File: config.mk
export PLATFORM = sky130hd
export DESIGN_NAME = mem_req_initiator
export DESIGN_NICKNAME = d
export VERILOG_FILES = /design/src/rtl/mem_req_initiator.sv
export SDC_FILE = /design/constraint.sdc
export NUM_CORES = 1
export LEC_CHECK = 0
export ABC_AREA = 1
export ABC_CLOCK_PERIOD_IN_PS = 1100
export CAP_MARGIN = 20
export CORE_ASPECT_RATIO = 0.8
export CORE_MARGIN = 5
export CORE_UTILIZATION = 55
export DETAILED_ROUTE_END_ITERATION = 10
export DONT_BUFFER_PORTS = 1
export GPL_ROUTABILITY_DRIVEN = 0
export PLACE_DENSITY = 0.73
export REMOVE_ABC_BUFFERS = 1
export SYNTH_ARGS = -nofsm -noshare
export SYNTH_HDL_FRONTEND = slang
export SYNTH_SLANG_ARGS = --single-unit
File: constraint.sdc
create_clock -name clk -period 1.1 [get_ports clk]
set_input_delay 0.11 -clock clk [delete_from_list [all_inputs] [get_ports clk]]
set_output_delay 0.11 -clock clk [all_outputs]
set_load 0.01 [all_outputs]
File: src/rtl/mem_req_initiator.sv
// mem_req_initiator: sequences tagged load/store requests onto a single-cycle
// byte-addressable memory port and returns tagged responses.
// Ports:
//   clk, rst                      - clock, async active-low reset
//   req_valid/req_ready           - request handshake (req_wr, req_addr, req_wdata, req_tag)
//   rsp_valid/rsp_ready           - response handshake (rsp_wr, rsp_rdata, rsp_tag)
//   mem_rst                       - active-high memory reset, held during INIT
//   mem_enable/mem_wr/mem_addr    - memory strobes and address, live only in ACCESS
//   mem_data_in/mem_data_out      - memory write / combinational read data
module mem_req_initiator #(
  parameter int unsigned TAG_W       = 3,
  parameter int unsigned INIT_CYCLES = 2
) (
  input  logic             clk,
  input  logic             rst,
  input  logic             req_valid,
  output logic             req_ready,
  input  logic             req_wr,
  input  logic [7:0]       req_addr,
  input  logic [7:0]       req_wdata,
  input  logic [TAG_W-1:0] req_tag,
  output logic             rsp_valid,
  input  logic             rsp_ready,
  output logic             rsp_wr,
  output logic [7:0]       rsp_rdata,
  output logic [TAG_W-1:0] rsp_tag,
  output logic             mem_rst,
  output logic             mem_enable,
  output logic             mem_wr,
  output logic [7:0]       mem_addr,
  output logic [7:0]       mem_data_in,
  input  logic [7:0]       mem_data_out
);

  localparam int unsigned CNT_W = 4;

  localparam logic [1:0] S_INIT   = 2'd0;
  localparam logic [1:0] S_IDLE   = 2'd1;
  localparam logic [1:0] S_ACCESS = 2'd2;
  localparam logic [1:0] S_RESP   = 2'd3;

  logic [1:0]       state, state_nxt;
  logic [CNT_W-1:0] cnt, cnt_nxt;
  logic             lat_wr, lat_wr_nxt;
  logic [TAG_W-1:0] lat_tag, lat_tag_nxt;

  logic             req_ready_nxt;
  logic             rsp_valid_nxt;
  logic             rsp_wr_nxt;
  logic [7:0]       rsp_rdata_nxt;
  logic [TAG_W-1:0] rsp_tag_nxt;
  logic             mem_rst_nxt;
  logic             mem_enable_nxt;
  logic             mem_wr_nxt;
  logic [7:0]       mem_addr_nxt;
  logic [7:0]       mem_data_in_nxt;

  // Next-state and next-output decode; every output is registered from here.
  always_comb begin
    state_nxt       = state;
    cnt_nxt         = cnt;
    lat_wr_nxt      = lat_wr;
    lat_tag_nxt     = lat_tag;
    req_ready_nxt   = 1'b0;
    rsp_valid_nxt   = rsp_valid;
    rsp_wr_nxt      = rsp_wr;
    rsp_rdata_nxt   = rsp_rdata;
    rsp_tag_nxt     = rsp_tag;
    mem_rst_nxt     = 1'b0;
    // Memory strobes default low so they are only ever high for the ACCESS cycle.
    mem_enable_nxt  = 1'b0;
    mem_wr_nxt      = 1'b0;
    mem_addr_nxt    = 8'h00;
    mem_data_in_nxt = 8'h00;

    case (state)
      S_INIT: begin
        if (cnt == CNT_W'(INIT_CYCLES - 1)) begin
          state_nxt     = S_IDLE;
          req_ready_nxt = 1'b1;
        end else begin
          cnt_nxt     = cnt + CNT_W'(1);
          mem_rst_nxt = 1'b1;
        end
      end
      S_IDLE: begin
        req_ready_nxt = 1'b1;
        if (req_valid && req_ready) begin
          state_nxt       = S_ACCESS;
          req_ready_nxt   = 1'b0;
          lat_wr_nxt      = req_wr;
          lat_tag_nxt     = req_tag;
          mem_enable_nxt  = 1'b1;
          mem_wr_nxt      = req_wr;
          mem_addr_nxt    = req_addr;
          mem_data_in_nxt = req_wr ? req_wdata : 8'h00;
        end
      end
      S_ACCESS: begin
        // Closing edge of the access: read data is sampled / write commits.
        state_nxt     = S_RESP;
        rsp_valid_nxt = 1'b1;
        rsp_wr_nxt    = lat_wr;
        rsp_tag_nxt   = lat_tag;
        rsp_rdata_nxt = lat_wr ? 8'h00 : mem_data_out;
      end
      S_RESP: begin
        if (rsp_ready) begin
          state_nxt     = S_IDLE;
          rsp_valid_nxt = 1'b0;
          req_ready_nxt = 1'b1;
        end
      end
      default: begin
        state_nxt = S_INIT;
        cnt_nxt   = '0;
      end
    endcase
  end

  // State and output registers.
  always_ff @(posedge clk or negedge rst) begin
    if (!rst) begin
      state       <= S_INIT;
      cnt         <= '0;
      lat_wr      <= 1'b0;
      lat_tag     <= '0;
      req_ready   <= 1'b0;
      rsp_valid   <= 1'b0;
      rsp_wr      <= 1'b0;
      rsp_rdata   <= 8'h00;
      rsp_tag     <= '0;
      mem_rst     <= 1'b1;
      mem_enable  <= 1'b0;
      mem_wr      <= 1'b0;
      mem_addr    <= 8'h00;
      mem_data_in <= 8'h00;
    end else begin
      state       <= state_nxt;
      cnt         <= cnt_nxt;
      lat_wr      <= lat_wr_nxt;
      lat_tag     <= lat_tag_nxt;
      req_ready   <= req_ready_nxt;
      rsp_valid   <= rsp_valid_nxt;
      rsp_wr      <= rsp_wr_nxt;
      rsp_rdata   <= rsp_rdata_nxt;
      rsp_tag     <= rsp_tag_nxt;
      mem_rst     <= mem_rst_nxt;
      mem_enable  <= mem_enable_nxt;
      mem_wr      <= mem_wr_nxt;
      mem_addr    <= mem_addr_nxt;
      mem_data_in <= mem_data_in_nxt;
    end
  end

endmodule

# ---- Word level (Yosys, flattened, before mapping)
# Cells that the tools add are included.
dict set report op_classes {
  addsub 1
  eq_ne 7
  muxes 22
  bitwise_logic 1
  reduce_logical 7
}
# cell n
set op_table {}
lappend op_table {{8-bit two-way mux} 6}
lappend op_table {{1-bit two-way mux} 10}
lappend op_table {{2-bit case mux with 4 select lines} 1}
lappend op_table {{2-bit two-way mux} 3}
lappend op_table {{2-bit != test (second input constant)} 3}
lappend op_table {{2-bit AND reduction} 3}
lappend op_table {{4-bit by 1-bit adder with 4-bit output (second input constant)} 1}
lappend op_table {{2-bit == test (second input constant)} 2}
lappend op_table {{4-bit by 1-bit == test with 1-bit output (second input constant)} 1}
lappend op_table {{1-bit case mux with 3 select lines} 1}
lappend op_table {{3-bit AND reduction} 1}
lappend op_table {{2-bit by 1-bit == test with 1-bit output (second input constant)} 1}
lappend op_table {{2-bit zero test} 1}
lappend op_table {{1-bit case mux with 2 select lines} 1}
lappend op_table {{2-bit nonzero test} 1}
lappend op_table {{1-bit logical AND} 1}
lappend op_table {{1-bit NOT} 1}
dict set report totals {
  regBits 43
  input_bits 32
  wordCells 52
}

# ---- Logic depth before layout (Yosys ltp)
# Gate-level depths: netlist of the first run.
dict set report logic_depth {
  word_depth 3
  depth_mapped 8
  ltp_nobuf 8
}

# ---- Least setup slack after synthesis of the first run
# Ideal clock, no wire load.
dict set report synth_timing {
  path_type {reg2reg}
  startpoint {register state[0]}
  endpoint {register rsp_rdata[0]}
  setup_time_ns 0.121
  t_arrival_ns 1.100
  required_ns 0.979
  slack_ns -0.121
  path_stages_with_launch 6
  path_buffers 1
  path_cell_list {dfrtp_1 > inv_1 > ha_1 > inv_2 > buf_6 > a22o_1}
}
dict set report synth_between {
  elab_chain_len 1
}
# item line
set synth_rtl {}
lappend synth_rtl {{from (decl)} 42} ;# logic [1:0] state, state_nxt;
lappend synth_rtl {{from (signal assigned)} 139} ;# state <= state_nxt;
lappend synth_rtl {{2-bit == test} 76} ;# case (state)
lappend synth_rtl {{to (signal assigned)} 146} ;# rsp_rdata <= rsp_rdata_nxt;
lappend synth_rtl {{to (decl)} 25} ;# output logic [7:0] rsp_rdata,
# Every way passes these cells.
# A chain may end at the register's enable or synchronous reset.

# ---- Worst setup path in the final report of the first run
dict set report layout_timing {
  startpoint {register state[0]}
  endpoint {register state[1]}
}
dict set report layout_between {
  elab_chain_len 3
  elab_cells_between_ends 9
}
# item line
set layout_rtl {}
lappend layout_rtl {{2-bit by 1-bit == test with 1-bit output, or another cell as far along} 76}
lappend layout_rtl {{2-bit != test (no line)} -}
lappend layout_rtl {{3-bit AND reduction (no line)} -}
# Parallel ways exist; a longest one is shown, timed or not.

==> results of run 1 <==
worst max-delay path by stage:
stage	startpoint	to	cells after the start
after floorplan	state[0]$_DFFE_PN0P_	rsp_rdata[7]$_DFFE_PN0P_	4
after detailed placement	state[0]$_DFFE_PN0P_	state[1]$_DFFE_PN0P_	6
after global routing	state[0]$_DFFE_PN0P_	state[1]$_DFFE_PN0P_	8
after global placement	state[0]$_DFFE_PN0P_	state[1]$_DFFE_PN0P_	6
after CTS	state[0]$_DFFE_PN0P_	state[1]$_DFFE_PN0P_	6
final	state[0]$_DFFE_PN0P_	state[1]$_DFFE_PN0P_	8
per-stage QoR:
step	hold WS [ns]	area, um2
6_report	-0.4985	2326
4_1_cts	-0.5012	2276
2_1_floorplan	-0.1856	1664
3_5_place_dp	-0.1845	1797
5_1_grt	-0.5193	2326
3_3_place_gp	-0.1845	1797
cells in the final DEF (no fill, tap or decap), drive strengths merged, types with 2 or more instances in the layout:
cell	netlist	layout
nor2	25	25
nand2	35	36
nand3	2	2
dfrtp	42	42
xnor2	2	2
o21ai	2	2
buf	2	16
a22o	8	8
inv	29	29
ha	6	6
dlygate4sd3	0	28
clkbuf	0	7
registers in the layout, summed over array words and instances (netlist names):
register and flops:
mem_addr 8, lat_tag 3, rsp_valid 1, mem_wr 1, rsp_wr 1, rsp_tag 3
state 2, lat_wr 1, mem_rst 1, cnt 4, rsp_rdata 8, mem_data_in 8
req_ready 1, mem_enable 1
critical path, delay by kind of cell (launching register included):
| kind | cells | cell delay [ns] |
|---|---|---|
| DFF | 1 | 0.45 |
| and+or+nand+nor | 5 | 0.33 |
| buffers and inverters | 2 | 0.23 |
| adders and majority gates | 1 | 0.17 |
synthesized netlist by cell type:
| cell type | n | area share, % |
|---|---|---|
| ha_1 | 6 | 4.5 |
| xor2_1 | 1 | 0.52 |
| xnor2_1 | 2 | 1.0 |
| dfrtp_1 | 42 | 62 |
| inv_1 | 25 | 5.6 |
| o21a_1 | 1 | 0.45 |
| nand2_1 | 31 | 6.9 |
| nor2_2 | 8 | 3.0 |
| a22o_1 | 7 | 3.6 |
| nand2_2 | 4 | 1.5 |
| nor2_8 | 1 | 1.2 |
| inv_2 | 4 | 0.89 |
| o21ai_0 | 2 | 0.59 |
| a22o_2 | 1 | 0.59 |
| nand4_1 | 1 | 0.37 |
| dfstp_2 | 1 | 1.6 |
| nand3_1 | 2 | 0.59 |
| buf_6 | 2 | 1.3 |
| nor2_1 | 16 | 3.6 |
cell families (layout without fill, tap and decap cells):
group                    Yosys count  after routing
adder cells (fa/ha/maj)            6              6
buffers and inverters             31             82
AND/OR/NAND/NOR                   63             64
XOR/XNOR                           3              3
AO/OA/AOI/OAI                     11             11
flip-flops                        43             43
power groups by stage:
stage	Combinational, uW	Clock (uW)	Sequential [uW]
detailed placement	1180	0	2370
CTS	1600	952	2370
global placement	1100	0	2350
floorplan	852	0	2300
global route	1970	1030	2420
finish	1810	936	2370
area by class of cell:
type	count	share of cell area, %
sequential	43	46.42
multi-input combinational	84	24.26
timing repair buffer	44	17.91
inverter	29	5.433
clock buffer	7	3.281
tap	40	2.152
timing repair inverter	1	0.3228
clock inverter	1	0.2152
layer usage:
metal | up-vias | routed length, um | global-route usage (%) | share of wire (%)
met3 | 9 | 412 | 10.17 | 11
met2 | 55 | 1999 | 33.12 | 52
met4 | 0 | 83 | 5.630 | 2.2
met1 | 602 | 1358 | 19.23 | 35
met5 | - | 0 | 0 | 0
li1 | 575 | - | - | -
timing repair:
item	CTS	global route
gates resized for setup	27	8
setup endpoints to repair	43	43
gates cloned	2	0
hold endpoints to repair	72	43
pin swaps	5	2
setup buffers	2	3
==> flow_summary.html, run 1 <==
<table>
<tr><th>Metric</th><th>Value</th></tr>
<tr><th colspan="2">Status</th></tr>
<tr><td>Result of the run</td><td>complete, but fails checks</td></tr>
<tr><td>Violated checks</td><td>hold timing, setup timing</td></tr>
<tr><th colspan="2">Clock network</th></tr>
<tr><td>Count of H-tree levels built during CTS</td><td>2</td></tr>
<tr><td>Insertion delay of the later-clocked pin in the worst-skew pair</td><td>0.29 ns</td></tr>
<tr><td>Hold_buf cts</td><td>28</td></tr>
<tr><td>Clock tree root buffer cell</td><td>clkbuf_8</td></tr>
<tr><td>Clock tree from TritonCTS</td><td>done</td></tr>
<tr><td>Number of buffers inserted during clock tree synthesis</td><td>5</td></tr>
<tr><td>Clock input transition at the sequential cells of the worst setup and hold paths</td><td>0.08 ns</td></tr>
<tr><td>Clock sink count</td><td>43</td></tr>
<tr><td>Number of buffers between clock root and the deepest sink</td><td>2</td></tr>
<tr><th colspan="2">Floorplan</th></tr>
<tr><td>Starting density of the core</td><td>55.89%</td></tr>
<tr><td>Die width</td><td>71.92 um</td></tr>
<tr><td>Core ar.</td><td>3018 um2</td></tr>
<tr><td>Overall die area</td><td>4281 um2</td></tr>
<tr><td>I/O Pins</td><td>65</td></tr>
<tr><td>Number of core rows</td><td>18</td></tr>
<tr><td>Die Ht</td><td>59.53 um</td></tr>
<tr><th colspan="2">Yosys</th></tr>
<tr><td>Simple-gate portion of the synthesized area</td><td>17.06%</td></tr>
<tr><td>Netlist cell types</td><td>19</td></tr>
<tr><td>Post-synthesis cell area</td><td>1687 um2</td></tr>
<tr><td>Sequential cell area fraction in the yosys report</td><td>63.87%</td></tr>
<tr><td>Mean post-synth cell area</td><td>10.74 um2</td></tr>
<tr><td>Count of mapped cells out of synthesis</td><td>157</td></tr>
<tr><td>Xor and xnor fraction of the mapped netlist area</td><td>1.558%</td></tr>
<tr><td>Combinational family with the most area after synthesis</td><td>simple AND/OR/NAND/NOR gates</td></tr>
<tr><td>Portion of netlist area occupied by mux cells</td><td>0%</td></tr>
<tr><td>Flop and latch count out of synthesis</td><td>43</td></tr>
<tr><td>Post-synthesis compound-gate area fraction</td><td>5.267%</td></tr>
<tr><td>Adder-cell area share of the yosys netlist</td><td>4.451%</td></tr>
<tr><td>Synth warnings</td><td>0</td></tr>
<tr><th colspan="2">Routing</th></tr>
<tr><td>Number of remaining DRC errors</td><td>0</td></tr>
<tr><td>DR iter-0 viols</td><td>72</td></tr>
<tr><td>Via density per instance</td><td>4.984</td></tr>
<tr><td>Routed WL</td><td>3854 um</td></tr>
<tr><td>Average wire length per cell after detail routing</td><td>15.48 um</td></tr>
<tr><td>Pre-antenna DRT Iters</td><td>4</td></tr>
<tr><td>Final ANT Viol Nets</td><td>0</td></tr>
<tr><td>Overall via count from detail_route</td><td>1,241</td></tr>
<tr><th colspan="2">STA</th></tr>
<tr><td>Setup Total Neg Slack</td><td>-4.704 ns</td></tr>
<tr><td>Post-layout min period</td><td>1.296 ns</td></tr>
<tr><td>Worst path setup slack after routing</td><td>-0.1956 ns</td></tr>
<tr><td>Clock skew after layout</td><td>0.007199 ns</td></tr>
<tr><td>Final period util</td><td>117.8%</td></tr>
<tr><td>Hold violation total from the final report</td><td>43</td></tr>
<tr><td>Slew of the pin with the lowest slew margin</td><td>0.2103 ns</td></tr>
<tr><td>Achievable frequency</td><td>0.7718 GHz</td></tr>
<tr><td>Total count of max-transition violations in the final report</td><td>0</td></tr>
<tr><td>RSZ-0062 raised after global routing</td><td>true</td></tr>
<tr><td>Endpoints failing setup</td><td>43</td></tr>
<tr><td>Minimum hold slack</td><td>-0.4985 ns</td></tr>
<tr><td>Max-slew headroom at the worst pin</td><td>85.93%</td></tr>
<tr><th colspan="2">Power and ir drop</th></tr>
<tr><td>Pwr dens</td><td>2198 nW/um2</td></tr>
<tr><td>Internal portion of total power</td><td>3292 uW</td></tr>
<tr><td>Max VDD drop</td><td>0.001390 V</td></tr>
<tr><td>Sw Ratio</td><td>35.61%</td></tr>
<tr><td>Sw Pwr</td><td>1820 uW</td></tr>
<tr><td>Pleak</td><td>0.001229 uW</td></tr>
<tr><td>Power, Total</td><td>5113 uW</td></tr>
<tr><td>Reg power frac</td><td>46.4%</td></tr>
<tr><td>Relative contribution of combinational cells to total power</td><td>35.3%</td></tr>
<tr><td>Clock group share of total power</td><td>18.3%</td></tr>
<tr><th colspan="2">Global route</th></tr>
<tr><td>First-pass GRT wire length</td><td>5940 um</td></tr>
<tr><td>Total routing usage reported by global routing</td><td>18.72%</td></tr>
<tr><td>Via count of the first global-routing pass</td><td>1,320</td></tr>
<tr><td>Maximum number of pins on one net before global-route repair</td><td>44</td></tr>
<tr><td>Initial antenna violation count</td><td>0</td></tr>
<tr><td>GRT Residual Overflow</td><td>0</td></tr>
<tr><th colspan="2">Final layout</th></tr>
<tr><td>Filler cell count in the final layout</td><td>199</td></tr>
<tr><td>Final standard cell utilization of the core</td><td>77.07%</td></tr>
<tr><td>Area occupied by multi-input gates</td><td>564.3 um2</td></tr>
<tr><td>Final cell count without fillers</td><td>249</td></tr>
<tr><td>Fraction of final layout cells with drive strength greater than 1</td><td>29.19%</td></tr>
<tr><td>Count of nets after finishing</td><td>246</td></tr>
<tr><td>Synth-to-Final Area Change</td><td>37.91%</td></tr>
<tr><td>Storage cell area</td><td>1080 um2</td></tr>
<tr><td>Ant. Diodes</td><td>0</td></tr>
<tr><th colspan="2">Critical path</th></tr>
<tr><td>FF-to-FF End</td><td>state[1]$_DFFE_PN0P_</td></tr>
<tr><td>CP startpoint kind</td><td>register</td></tr>
<tr><td>Maximum fanout along the worst path</td><td>3</td></tr>
<tr><td>Reg-to-reg slack, setup</td><td>-0.20 ns</td></tr>
<tr><td>Type of destination of the critical path</td><td>register</td></tr>
<tr><td>Worst flop-to-flop path startpoint</td><td>state[0]$_DFFE_PN0P_</td></tr>
<tr><td>Worst Reg-to-Reg Cells</td><td>8</td></tr>
<tr><td>Critical path class</td><td>register to register</td></tr>
<tr><td>Critical path's most frequent cell</td><td>nand2_1</td></tr>
<tr><td>CP Data Required Time</td><td>1.28 ns</td></tr>
<tr><td>Chain of cells forming the critical path</td><td>buf_12 &gt; ha_4 &gt; nand2_2 &gt; nand2_1 &gt; inv_2 &gt; nand2_2 &gt; nand2_1 &gt; nand2_1</td></tr>
<tr><td>Slowest-stage cell, CP</td><td>dfrtp_2</td></tr>
<tr><td>CP arrival</td><td>1.48 ns</td></tr>
<tr><td>Delay of the slowest critical-path stage</td><td>0.45 ns</td></tr>
<tr><th colspan="2">Flow run</th></tr>
<tr><td>Number of maximum-capacitance constraint violations</td><td>0</td></tr>
<tr><th colspan="2">Placement</th></tr>
<tr><td>Dpl hpwl</td><td>2386 um</td></tr>
<tr><td>Total of buffers placed on input and output ports</td><td>0</td></tr>
<tr><td>Worst slack at placement</td><td>-0.1849 ns</td></tr>
<tr><td>Number of placed instances, taps included</td><td>206</td></tr>
<tr><th colspan="2">Worst hold path</th></tr>
<tr><td>Hold crit path type</td><td>primary input to asynchronous set/reset pin</td></tr>
</table>
(Power assumes the default switching activity.)
==> run 2: changes to the inputs <==
--- a/config.mk
+++ b/config.mk
@@ -11,6 +11,7 @@
 export CORE_ASPECT_RATIO = 0.8
 export CORE_MARGIN = 5
 export CORE_UTILIZATION = 55
+export CTS_BUF_LIST = sky130_fd_sc_hd__clkbuf_8
 export DETAILED_ROUTE_END_ITERATION = 10
 export DONT_BUFFER_PORTS = 1
 export GPL_ROUTABILITY_DRIVEN = 0
==> flow_summary.html, run 2 (synthesized netlist as in run 1, its figures left out) <==
<table>
<tr><th>Metric</th><th>Value</th></tr>
<tr><th colspan="2">Critical path</th></tr>
<tr><td>Type of destination of the critical path</td><td>register (unchanged)</td></tr>
<tr><td>Worst Reg-to-Reg Cells</td><td>5 (was 8)</td></tr>
<tr><td>CP Data Required Time</td><td>1.29 ns (was 1.28 ns)</td></tr>
<tr><td>Critical path's top delay family</td><td>flip-flops (unchanged)</td></tr>
<tr><td>CP arrival</td><td>1.45 ns (was 1.48 ns)</td></tr>
<tr><td>Count of buffering cells on the critical path with inverters included</td><td>2 (unchanged)</td></tr>
<tr><td>Worst path depth</td><td>5 (was 8)</td></tr>
<tr><td>CP startpoint kind</td><td>register (unchanged)</td></tr>
<tr><td>Delay of the slowest critical-path stage</td><td>0.44 ns (was 0.45 ns)</td></tr>
<tr><td>Chain of cells forming the critical path</td><td>buf_4 &gt; ha_4 &gt; nand2_4 &gt; clkinvlp_4 &gt; a22o_1 (was buf_12 &gt; ha_4 &gt; nand2_2 &gt; nand2_1 &gt; inv_2 &gt; nand2_2 &gt; nand2_1 &gt; nand2_1)</td></tr>
<tr><td>Critical path class</td><td>register to register (unchanged)</td></tr>
<tr><td>Slowest-stage cell, CP</td><td>dfrtp_2 (unchanged)</td></tr>
<tr><td>Maximum fanout along the worst path</td><td>4 (was 3)</td></tr>
<tr><th colspan="2">Final layout</th></tr>
<tr><td>Area of all placed cells without fillers</td><td>2293 um2 (was 2326 um2)</td></tr>
<tr><td>Final cell count without fillers</td><td>247 (was 249)</td></tr>
<tr><td>Most frequent cells in the layout</td><td>dfrtp_1, dlygate4sd3_1, nand2_1 (unchanged)</td></tr>
<tr><td>Fraction of final layout cells with drive strength greater than 1</td><td>28.02% (was 29.19%)</td></tr>
<tr><td>Count of nets after finishing</td><td>244 (was 246)</td></tr>
<tr><td>Most frequent standard cell in the layout excluding fill and tap cells</td><td>dfrtp_1 (unchanged)</td></tr>
<tr><td>Top flop regs</td><td>mem_addr (8), mem_data_in (8), rsp_rdata (8) (unchanged)</td></tr>
<tr><td>Ant. Diodes</td><td>0 (unchanged)</td></tr>
<tr><td>Synth-to-Final Area Change</td><td>35.98% (was 37.91%)</td></tr>
<tr><th colspan="2">Power and ir drop</th></tr>
<tr><td>Clock group share of total power</td><td>18.5% (was 18.3%)</td></tr>
<tr><td>Sw Pwr</td><td>1744 uW (was 1820 uW)</td></tr>
<tr><td>Reg power frac</td><td>47.8% (was 46.4%)</td></tr>
<tr><td>Sw Ratio</td><td>35.26% (was 35.61%)</td></tr>
<tr><td>Pleak</td><td>0.001224 uW (was 0.001229 uW)</td></tr>
<tr><td>Internal portion of total power</td><td>3202 uW (was 3292 uW)</td></tr>
<tr><td>Max VDD drop</td><td>0.001293 V (was 0.001390 V)</td></tr>
<tr><td>Relative contribution of combinational cells to total power</td><td>33.7% (was 35.3%)</td></tr>
<tr><td>Power, Total</td><td>4946 uW (was 5113 uW)</td></tr>
<tr><td>Pwr dens</td><td>2157 nW/um2 (was 2198 nW/um2)</td></tr>
<tr><th colspan="2">Clock network</th></tr>
<tr><td>Number of buffers inserted during clock tree synthesis</td><td>5 (unchanged)</td></tr>
<tr><td>Number of buffers between clock root and the deepest sink</td><td>2 (unchanged)</td></tr>
<tr><td>Hold_buf cts</td><td>28 (unchanged)</td></tr>
<tr><td>Clock tree from TritonCTS</td><td>done (unchanged)</td></tr>
<tr><td>Clock input transition at the sequential cells of the worst setup and hold paths</td><td>0.08 ns (about the same)</td></tr>
<tr><td>Clock tree root buffer cell</td><td>clkbuf_8 (unchanged)</td></tr>
<tr><td>Clock sink count</td><td>43 (unchanged)</td></tr>
<tr><td>Count of H-tree levels built during CTS</td><td>2 (unchanged)</td></tr>
<tr><td>Insertion delay of the later-clocked pin in the worst-skew pair</td><td>0.29 ns (about the same)</td></tr>
<tr><th colspan="2">Global route</th></tr>
<tr><td>GRT Residual Overflow</td><td>0 (unchanged)</td></tr>
<tr><td>Maximum number of pins on one net before global-route repair</td><td>44 (unchanged)</td></tr>
<tr><td>Total routing usage reported by global routing</td><td>19.06% (was 18.72%)</td></tr>
<tr><td>Initial antenna violation count</td><td>0 (unchanged)</td></tr>
<tr><td>First-pass GRT wire length</td><td>6037 um (was 5940 um)</td></tr>
<tr><td>Via count of the first global-routing pass</td><td>1,335 (was 1,320)</td></tr>
<tr><th colspan="2">STA</th></tr>
<tr><td>Setup Total Neg Slack</td><td>-3.829 ns (was -4.704 ns)</td></tr>
<tr><td>Worst path setup slack after routing</td><td>-0.1602 ns (was -0.1956 ns)</td></tr>
<tr><td>Achievable frequency</td><td>0.7935 GHz (was 0.7718 GHz)</td></tr>
<tr><td>Post-layout min period</td><td>1.260 ns (was 1.296 ns)</td></tr>
<tr><td>Hold violation total from the final report</td><td>43 (unchanged)</td></tr>
<tr><td>Total count of max-transition violations in the final report</td><td>0 (unchanged)</td></tr>
<tr><td>Final period util</td><td>114.6% (was 117.8%)</td></tr>
<tr><td>Clock skew after layout</td><td>0.007032 ns (was 0.007199 ns)</td></tr>
<tr><td>RSZ-0062 raised after global routing</td><td>true (unchanged)</td></tr>
<tr><td>Endpoints failing setup</td><td>43 (unchanged)</td></tr>
<tr><td>Minimum hold slack</td><td>-0.4994 ns (was -0.4985 ns)</td></tr>
<tr><td>Slew of the pin with the lowest slew margin</td><td>0.1970 ns (was 0.2103 ns)</td></tr>
<tr><td>Max-slew headroom at the worst pin</td><td>86.87% (was 85.93%)</td></tr>
<tr><th colspan="2">Routing</th></tr>
<tr><td>Number of remaining DRC errors</td><td>0 (unchanged)</td></tr>
<tr><td>Routed WL</td><td>3661 um (was 3854 um)</td></tr>
<tr><td>Pre-antenna DRT Iters</td><td>4 (unchanged)</td></tr>
<tr><td>Final ANT Viol Nets</td><td>0 (unchanged)</td></tr>
<tr><td>DR iter-0 viols</td><td>105 (was 72)</td></tr>
<tr><td>Average wire length per cell after detail routing</td><td>14.82 um (was 15.48 um)</td></tr>
<tr><td>Via density per instance</td><td>4.988 (was 4.984)</td></tr>
<tr><td>Overall via count from detail_route</td><td>1,232 (was 1,241)</td></tr>
<tr><th colspan="2">Status</th></tr>
<tr><td>Violated checks</td><td>hold timing, setup timing (unchanged)</td></tr>
<tr><td>Result of the run</td><td>complete, but fails checks (unchanged)</td></tr>
<tr><th colspan="2">Worst hold path</th></tr>
<tr><td>Hold crit path type</td><td>primary input to asynchronous set/reset pin (unchanged)</td></tr>
<tr><th colspan="2">Placement</th></tr>
<tr><td>Dpl hpwl</td><td>2386 um (unchanged)</td></tr>
<tr><td>Worst slack at placement</td><td>-0.1849 ns (unchanged)</td></tr>
<tr><td>Number of placed instances, taps included</td><td>206 (unchanged)</td></tr>
<tr><td>Total of buffers placed on input and output ports</td><td>0 (unchanged)</td></tr>
<tr><td>Cell area after placement</td><td>1797 um2 (unchanged)</td></tr>
<tr><th colspan="2">Flow run</th></tr>
<tr><td>Number of maximum-capacitance constraint violations</td><td>0 (unchanged)</td></tr>
<tr><th colspan="2">Floorplan</th></tr>
<tr><td>Die Ht</td><td>59.53 um (unchanged)</td></tr>
<tr><td>Overall die area</td><td>4281 um2 (unchanged)</td></tr>
<tr><td>Core ar.</td><td>3018 um2 (unchanged)</td></tr>
<tr><td>Number of core rows</td><td>18 (unchanged)</td></tr>
<tr><td>Starting density of the core</td><td>55.89% (unchanged)</td></tr>
<tr><td>I/O Pins</td><td>65 (unchanged)</td></tr>
<tr><td>Die width</td><td>71.92 um (unchanged)</td></tr>
</table>
run 2: cell types whose count changed in the layout (fill, tap and decap cells not counted), sizes merged:
cell,before,now
buf,16,14
inv,29,31
clkbuf,7,5
run 2: repair_timing:
action                     in CTS  in global routing
setup endpoints to repair      43                 43
pin swaps                       5                  1
cloned                          2                  0
setup buffers                   2                  1
gates resized for setup        26                  5
hold endpoints to repair       72                 43
run 2: power by group through the flow:
stage / clock, uW / combinational [uW] / sequential [uW]
after global placement: 0 / 1100 / 2350
after global routing: 1020 / 1850 / 2410
final: 916 / 1670 / 2360
after CTS: 936 / 1600 / 2370
after detailed placement: 0 / 1180 / 2370
after floorplan: 0 / 852 / 2300
run 2: per-layer routing:
metal | global-route usage, % | vias to the layer above | routed length, um
met3 | 10.17 | 7 | 423
met1 | 20.46 | 593 | 1337
li1 | - | 573 | -
met5 | 0 | - | 0
met4 | 5.630 | 0 | 38
met2 | 32.85 | 59 | 1861
run 2: worst paths after layout:
check,from,endpoint,slack (ns)
hold reg to reg,cnt[3]$_DFFE_PN0P_,cnt[3]$_DFFE_PN0P_,0.48
setup reg to reg,state[1]$_DFFE_PN0P_,rsp_rdata[0]$_DFFE_PN0P_,-0.16
min in group clk,rsp_ready,req_ready$_DFF_PN0_,0.07
setup / recovery,state[1]$_DFFE_PN0P_,rsp_rdata[0]$_DFFE_PN0P_,-0.16
max in group asynchronous,rst,mem_rst$_DFF_PN1_,1.42
hold / removal,rst,rsp_rdata[0]$_DFFE_PN0P_,-0.50
run 2: layout make-up:
cell class | instances | area [um2]
Clock buffer | 5 | 68.82
Clock inverter | 3 | 12.51
Fill cell | 209 | 724.4
Inverter | 29 | 126.4
Multi-Input combinational cell | 84 | 546.8
Sequential cell | 43 | 1080
Tap cell | 40 | 50.05
Timing Repair Buffer | 42 | 401.6
Timing Repair inverter | 1 | 7.507
run 2: through the flow:
step	utilization, %	hold slack [ns]
floorplan	-	-0.1856
global placement	59.54	-0.1845
detailed placement	59.54	-0.1845
CTS	75.41	-0.5012
global route	76.00	-0.5192
finish	76.00	-0.4994
==> run 3: changes to the inputs <==
--- a/config.mk
+++ b/config.mk
@@ -6,16 +6,15 @@
 export NUM_CORES = 1
 export LEC_CHECK = 0
 export ABC_AREA = 1
-export ABC_CLOCK_PERIOD_IN_PS = 1100
+export ABC_CLOCK_PERIOD_IN_PS = 1300
 export CAP_MARGIN = 20
-export CORE_ASPECT_RATIO = 0.8
 export CORE_MARGIN = 5
 export CORE_UTILIZATION = 55
 export CTS_BUF_LIST = sky130_fd_sc_hd__clkbuf_8
 export DETAILED_ROUTE_END_ITERATION = 10
 export DONT_BUFFER_PORTS = 1
 export GPL_ROUTABILITY_DRIVEN = 0
-export PLACE_DENSITY = 0.73
+export PLACE_DENSITY = 0.7
 export REMOVE_ABC_BUFFERS = 1
 export SYNTH_ARGS = -nofsm -noshare
 export SYNTH_HDL_FRONTEND = slang
==> constraint.sdc (replaced) <==
create_clock -name clk -period 1.3 [get_ports clk]
set_input_delay 0.13 -clock clk [delete_from_list [all_inputs] [get_ports clk]]
set_output_delay 0.13 -clock clk [all_outputs]
set_load 0.01 [all_outputs]
==> flow_summary.html, run 3 (synthesized netlist as in run 1, its figures left out) <==
<table>
<tr><th>Metric</th><th>Value</th></tr>
<tr><th colspan="2">Status</th></tr>
<tr><td>Result of the run</td><td>completed (was complete, but fails checks)</td></tr>
<tr><th colspan="2">STA</th></tr>
<tr><td>Final period util</td><td>96.81% (was 114.6%)</td></tr>
<tr><td>RSZ-0062 raised after global routing</td><td>true (unchanged)</td></tr>
<tr><td>Hold violation total from the final report</td><td>0 (was 43)</td></tr>
<tr><td>Endpoints failing setup</td><td>0 (was 43)</td></tr>
<tr><td>Clock skew after layout</td><td>0.005951 ns (was 0.007032 ns)</td></tr>
<tr><td>Slew of the pin with the lowest slew margin</td><td>0.2202 ns (was 0.1970 ns)</td></tr>
<tr><td>Achievable frequency</td><td>0.7946 GHz (was 0.7935 GHz)</td></tr>
<tr><td>Minimum hold slack</td><td>0.01622 ns (was -0.4994 ns)</td></tr>
<tr><td>Total count of max-transition violations in the final report</td><td>0 (unchanged)</td></tr>
<tr><td>Setup Total Neg Slack</td><td>0 ns (was -3.829 ns)</td></tr>
<tr><td>Post-layout min period</td><td>1.258 ns (was 1.260 ns)</td></tr>
<tr><td>Max-slew headroom at the worst pin</td><td>85.32% (was 86.87%)</td></tr>
<tr><th colspan="2">Global route</th></tr>
<tr><td>Met1 track utilization from global routing</td><td>16.67% (was 20.46%)</td></tr>
<tr><td>Total routing usage reported by global routing</td><td>17.12% (was 19.06%)</td></tr>
<tr><td>Maximum number of pins on one net before global-route repair</td><td>44 (unchanged)</td></tr>
<tr><td>Most utilized layer in the global route result</td><td>met2 (unchanged)</td></tr>
<tr><td>First-pass GRT wire length</td><td>5478 um (was 6037 um)</td></tr>
<tr><td>Initial antenna violation count</td><td>0 (unchanged)</td></tr>
<tr><td>GRT Residual Overflow</td><td>0 (unchanged)</td></tr>
<tr><td>Global Route met2 Usage</td><td>31.10% (was 32.85%)</td></tr>
<tr><td>Met3 Use GR</td><td>7.521% (was 10.17%)</td></tr>
<tr><td>Via count of the first global-routing pass</td><td>1,250 (was 1,335)</td></tr>
<tr><th colspan="2">Critical path</th></tr>
<tr><td>Critical path's top delay family</td><td>flip-flops (unchanged)</td></tr>
<tr><td>CP Data Required Time</td><td>1.48 ns (was 1.29 ns)</td></tr>
<tr><td>Delay of the slowest critical-path stage</td><td>0.40 ns (was 0.44 ns)</td></tr>
<tr><td>Maximum fanout along the worst path</td><td>9 (was 4)</td></tr>
<tr><td>Worst flop-to-flop path startpoint</td><td>state[0]$_DFFE_PN0P_ (was state[1]$_DFFE_PN0P_)</td></tr>
<tr><td>FF-to-FF End</td><td>rsp_rdata[7]$_DFFE_PN0P_ (was rsp_rdata[0]$_DFFE_PN0P_)</td></tr>
<tr><td>Worst Reg-to-Reg Cells</td><td>5 (unchanged)</td></tr>
<tr><td>Slowest-stage cell, CP</td><td>dfrtp_1 (was dfrtp_2)</td></tr>
<tr><td>Count of buffering cells on the critical path with inverters included</td><td>2 (unchanged)</td></tr>
<tr><td>Chain of cells forming the critical path</td><td>inv_1 &gt; ha_1 &gt; nand2_1 &gt; inv_2 &gt; a22o_2 (was buf_4 &gt; ha_4 &gt; nand2_4 &gt; clkinvlp_4 &gt; a22o_1)</td></tr>
<tr><td>CP arrival</td><td>1.44 ns (was 1.45 ns)</td></tr>
<tr><td>Critical path class</td><td>register to register (unchanged)</td></tr>
<tr><td>CP startpoint kind</td><td>register (unchanged)</td></tr>
<tr><td>Reg-to-reg slack, setup</td><td>0.04 ns (was -0.16 ns)</td></tr>
<tr><td>Type of destination of the critical path</td><td>register (unchanged)</td></tr>
<tr><th colspan="2">Final layout</th></tr>
<tr><td>Filler cell count in the final layout</td><td>226 (was 209)</td></tr>
<tr><td>Final cell count without fillers</td><td>228 (was 247)</td></tr>
<tr><td>Synth-to-Final Area Change</td><td>26.34% (was 35.98%)</td></tr>
<tr><td>Ant. Diodes</td><td>0 (unchanged)</td></tr>
<tr><td>Top flop regs</td><td>mem_addr (8), mem_data_in (8), rsp_rdata (8) (unchanged)</td></tr>
<tr><td>Most frequent standard cell in the layout excluding fill and tap cells</td><td>dfrtp_1 (unchanged)</td></tr>
<tr><td>Count of nets after finishing</td><td>232 (was 244)</td></tr>
<tr><td>Most frequent cells in the layout</td><td>dfrtp_1, nand2_1, dlygate4sd3_1 (was dfrtp_1, dlygate4sd3_1, nand2_1)</td></tr>
<tr><td>Final standard cell utilization of the core</td><td>70.96% (was 76.00%)</td></tr>
<tr><td>Fraction of final layout cells with drive strength greater than 1</td><td>16.92% (was 28.02%)</td></tr>
<tr><th colspan="2">Floorplan</th></tr>
<tr><td>I/O Pins</td><td>65 (unchanged)</td></tr>
<tr><td>Overall die area</td><td>4274 um2 (was 4281 um2)</td></tr>
<tr><td>Number of core rows</td><td>20 (was 18)</td></tr>
<tr><td>Core ar.</td><td>3003 um2 (was 3018 um2)</td></tr>
<tr><td>Starting density of the core</td><td>56.17% (was 55.89%)</td></tr>
<tr><td>Die width</td><td>65.38 um (was 71.92 um)</td></tr>
<tr><td>Die Ht</td><td>65.38 um (was 59.53 um)</td></tr>
<tr><th colspan="2">Routing</th></tr>
<tr><td>Number of remaining DRC errors</td><td>0 (unchanged)</td></tr>
<tr><td>Via density per instance</td><td>5.053 (was 4.988)</td></tr>
<tr><td>Routed WL</td><td>3240 um (was 3661 um)</td></tr>
<tr><td>Overall via count from detail_route</td><td>1,152 (was 1,232)</td></tr>
<tr><td>Final ANT Viol Nets</td><td>0 (unchanged)</td></tr>
<tr><td>Average wire length per cell after detail routing</td><td>14.21 um (was 14.82 um)</td></tr>
<tr><td>DR iter-0 viols</td><td>54 (was 105)</td></tr>
<tr><td>Pre-antenna DRT Iters</td><td>4 (unchanged)</td></tr>
<tr><th colspan="2">Power and ir drop</th></tr>
<tr><td>Max VDD drop</td><td>0.0008759 V (was 0.001293 V)</td></tr>
<tr><td>Pleak</td><td>0.001161 uW (was 0.001224 uW)</td></tr>
<tr><td>Pwr dens</td><td>1788 nW/um2 (was 2157 nW/um2)</td></tr>
<tr><th colspan="2">Clock network</th></tr>
<tr><td>Clock tree from TritonCTS</td><td>done (unchanged)</td></tr>
<tr><td>Clock input transition at the sequential cells of the worst setup and hold paths</td><td>0.08 ns (about the same)</td></tr>
<tr><td>Clock tree root buffer cell</td><td>clkbuf_8 (unchanged)</td></tr>
<tr><td>Number of buffers inserted during clock tree synthesis</td><td>5 (unchanged)</td></tr>
<tr><td>Clock sink count</td><td>43 (unchanged)</td></tr>
<tr><td>Count of H-tree levels built during CTS</td><td>2 (unchanged)</td></tr>
<tr><td>Number of buffers between clock root and the deepest sink</td><td>2 (unchanged)</td></tr>
<tr><td>Insertion delay of the later-clocked pin in the worst-skew pair</td><td>0.29 ns (about the same)</td></tr>
<tr><th colspan="2">Flow run</th></tr>
<tr><td>Number of maximum-capacitance constraint violations</td><td>0 (unchanged)</td></tr>
<tr><th colspan="2">Worst hold path</th></tr>
<tr><td>Worst Hold Path EP</td><td>rsp_valid$_DFFE_PN0P_</td></tr>
<tr><td>Startpoint of the worst hold path</td><td>rsp_ready</td></tr>
<tr><td>Worst hold path cell count</td><td>2</td></tr>
<tr><td>Hold crit path type</td><td>primary input to register (was primary input to asynchronous set/reset pin)</td></tr>
<tr><th colspan="2">Placement</th></tr>
<tr><td>Total of buffers placed on input and output ports</td><td>0 (unchanged)</td></tr>
<tr><td>Number of placed instances, taps included</td><td>189 (was 206)</td></tr>
<tr><td>Dpl hpwl</td><td>2201 um (was 2386 um)</td></tr>
</table>
[run 3: how the worst max path moves through the flow]
stage | depth (start not counted) | slack, ns | endpoint | startpoint
final | 5 | 0.04 | rsp_rdata[7]$_DFFE_PN0P_ | state[0]$_DFFE_PN0P_
after global placement | 7 | 0.08 | lat_tag[0]$_DFFE_PN0P_ | state[1]$_DFFE_PN0P_
after floorplan | 4 | 0.11 | rsp_rdata[7]$_DFFE_PN0P_ | state[0]$_DFFE_PN0P_
after detailed placement | 7 | -0.01 | lat_tag[0]$_DFFE_PN0P_ | state[1]$_DFFE_PN0P_
after CTS | 7 | -0.01 | lat_tag[0]$_DFFE_PN0P_ | state[1]$_DFFE_PN0P_
after global routing | 7 | -0.02 | lat_tag[0]$_DFFE_PN0P_ | state[1]$_DFFE_PN0P_
[run 3: layout make-up]
type | count | area (um2) | area share [%]
clock inverter | 3 | 16.27 | 0.7634
sequential | 43 | 1077 | 50.56
tap | 33 | 41.29 | 1.938
inverter | 29 | 113.9 | 5.344
multi-input combinational | 83 | 488.0 | 22.90
clock buffer | 5 | 68.82 | 3.230
timing repair buffer | 32 | 325.3 | 15.27
[run 3: stage by stage]
step                      total power [uW]  cell area, um2  worst slack, ns
final                                 3811            2131          0.04150
after global routing                  4095            2131         -0.01812
after CTS                             3831            2118         -0.01012
after detailed placement              2906            1713        -0.009622
after global placement                2834            1713          0.07934
after floorplan                       2664            1664           0.1146
[run 3: metal layers]
metal / part of all wire, % / vias to the layer above
met5: 0 / -
met4: 1.3 / 0
met3: 10 / 5
met2: 52 / 45
met1: 36 / 555
li1: - / 547
[run 3: timing repair]
action	CTS	global route
endpoints found under the hold margin	71	0
pin swaps	0	1
hold buffers	30	0
setup endpoints to repair	4	21
setup buffers	0	1
gates resized for setup	3	4
[run 3: worst register-to-register path, stage by stage (launching register included)]
cell,delay (ns)
dfrtp_1,0.40
inv_1,0.08
ha_1,0.27
nand2_1,0.11
inv_2,0.08
a22o_2,0.21
[run 3: where the power goes]
group / switching [uW] / internal [uW]
clock: 420 / 367
sequential: 328 / 1660
combinational: 594 / 444
total: 1340 / 2470
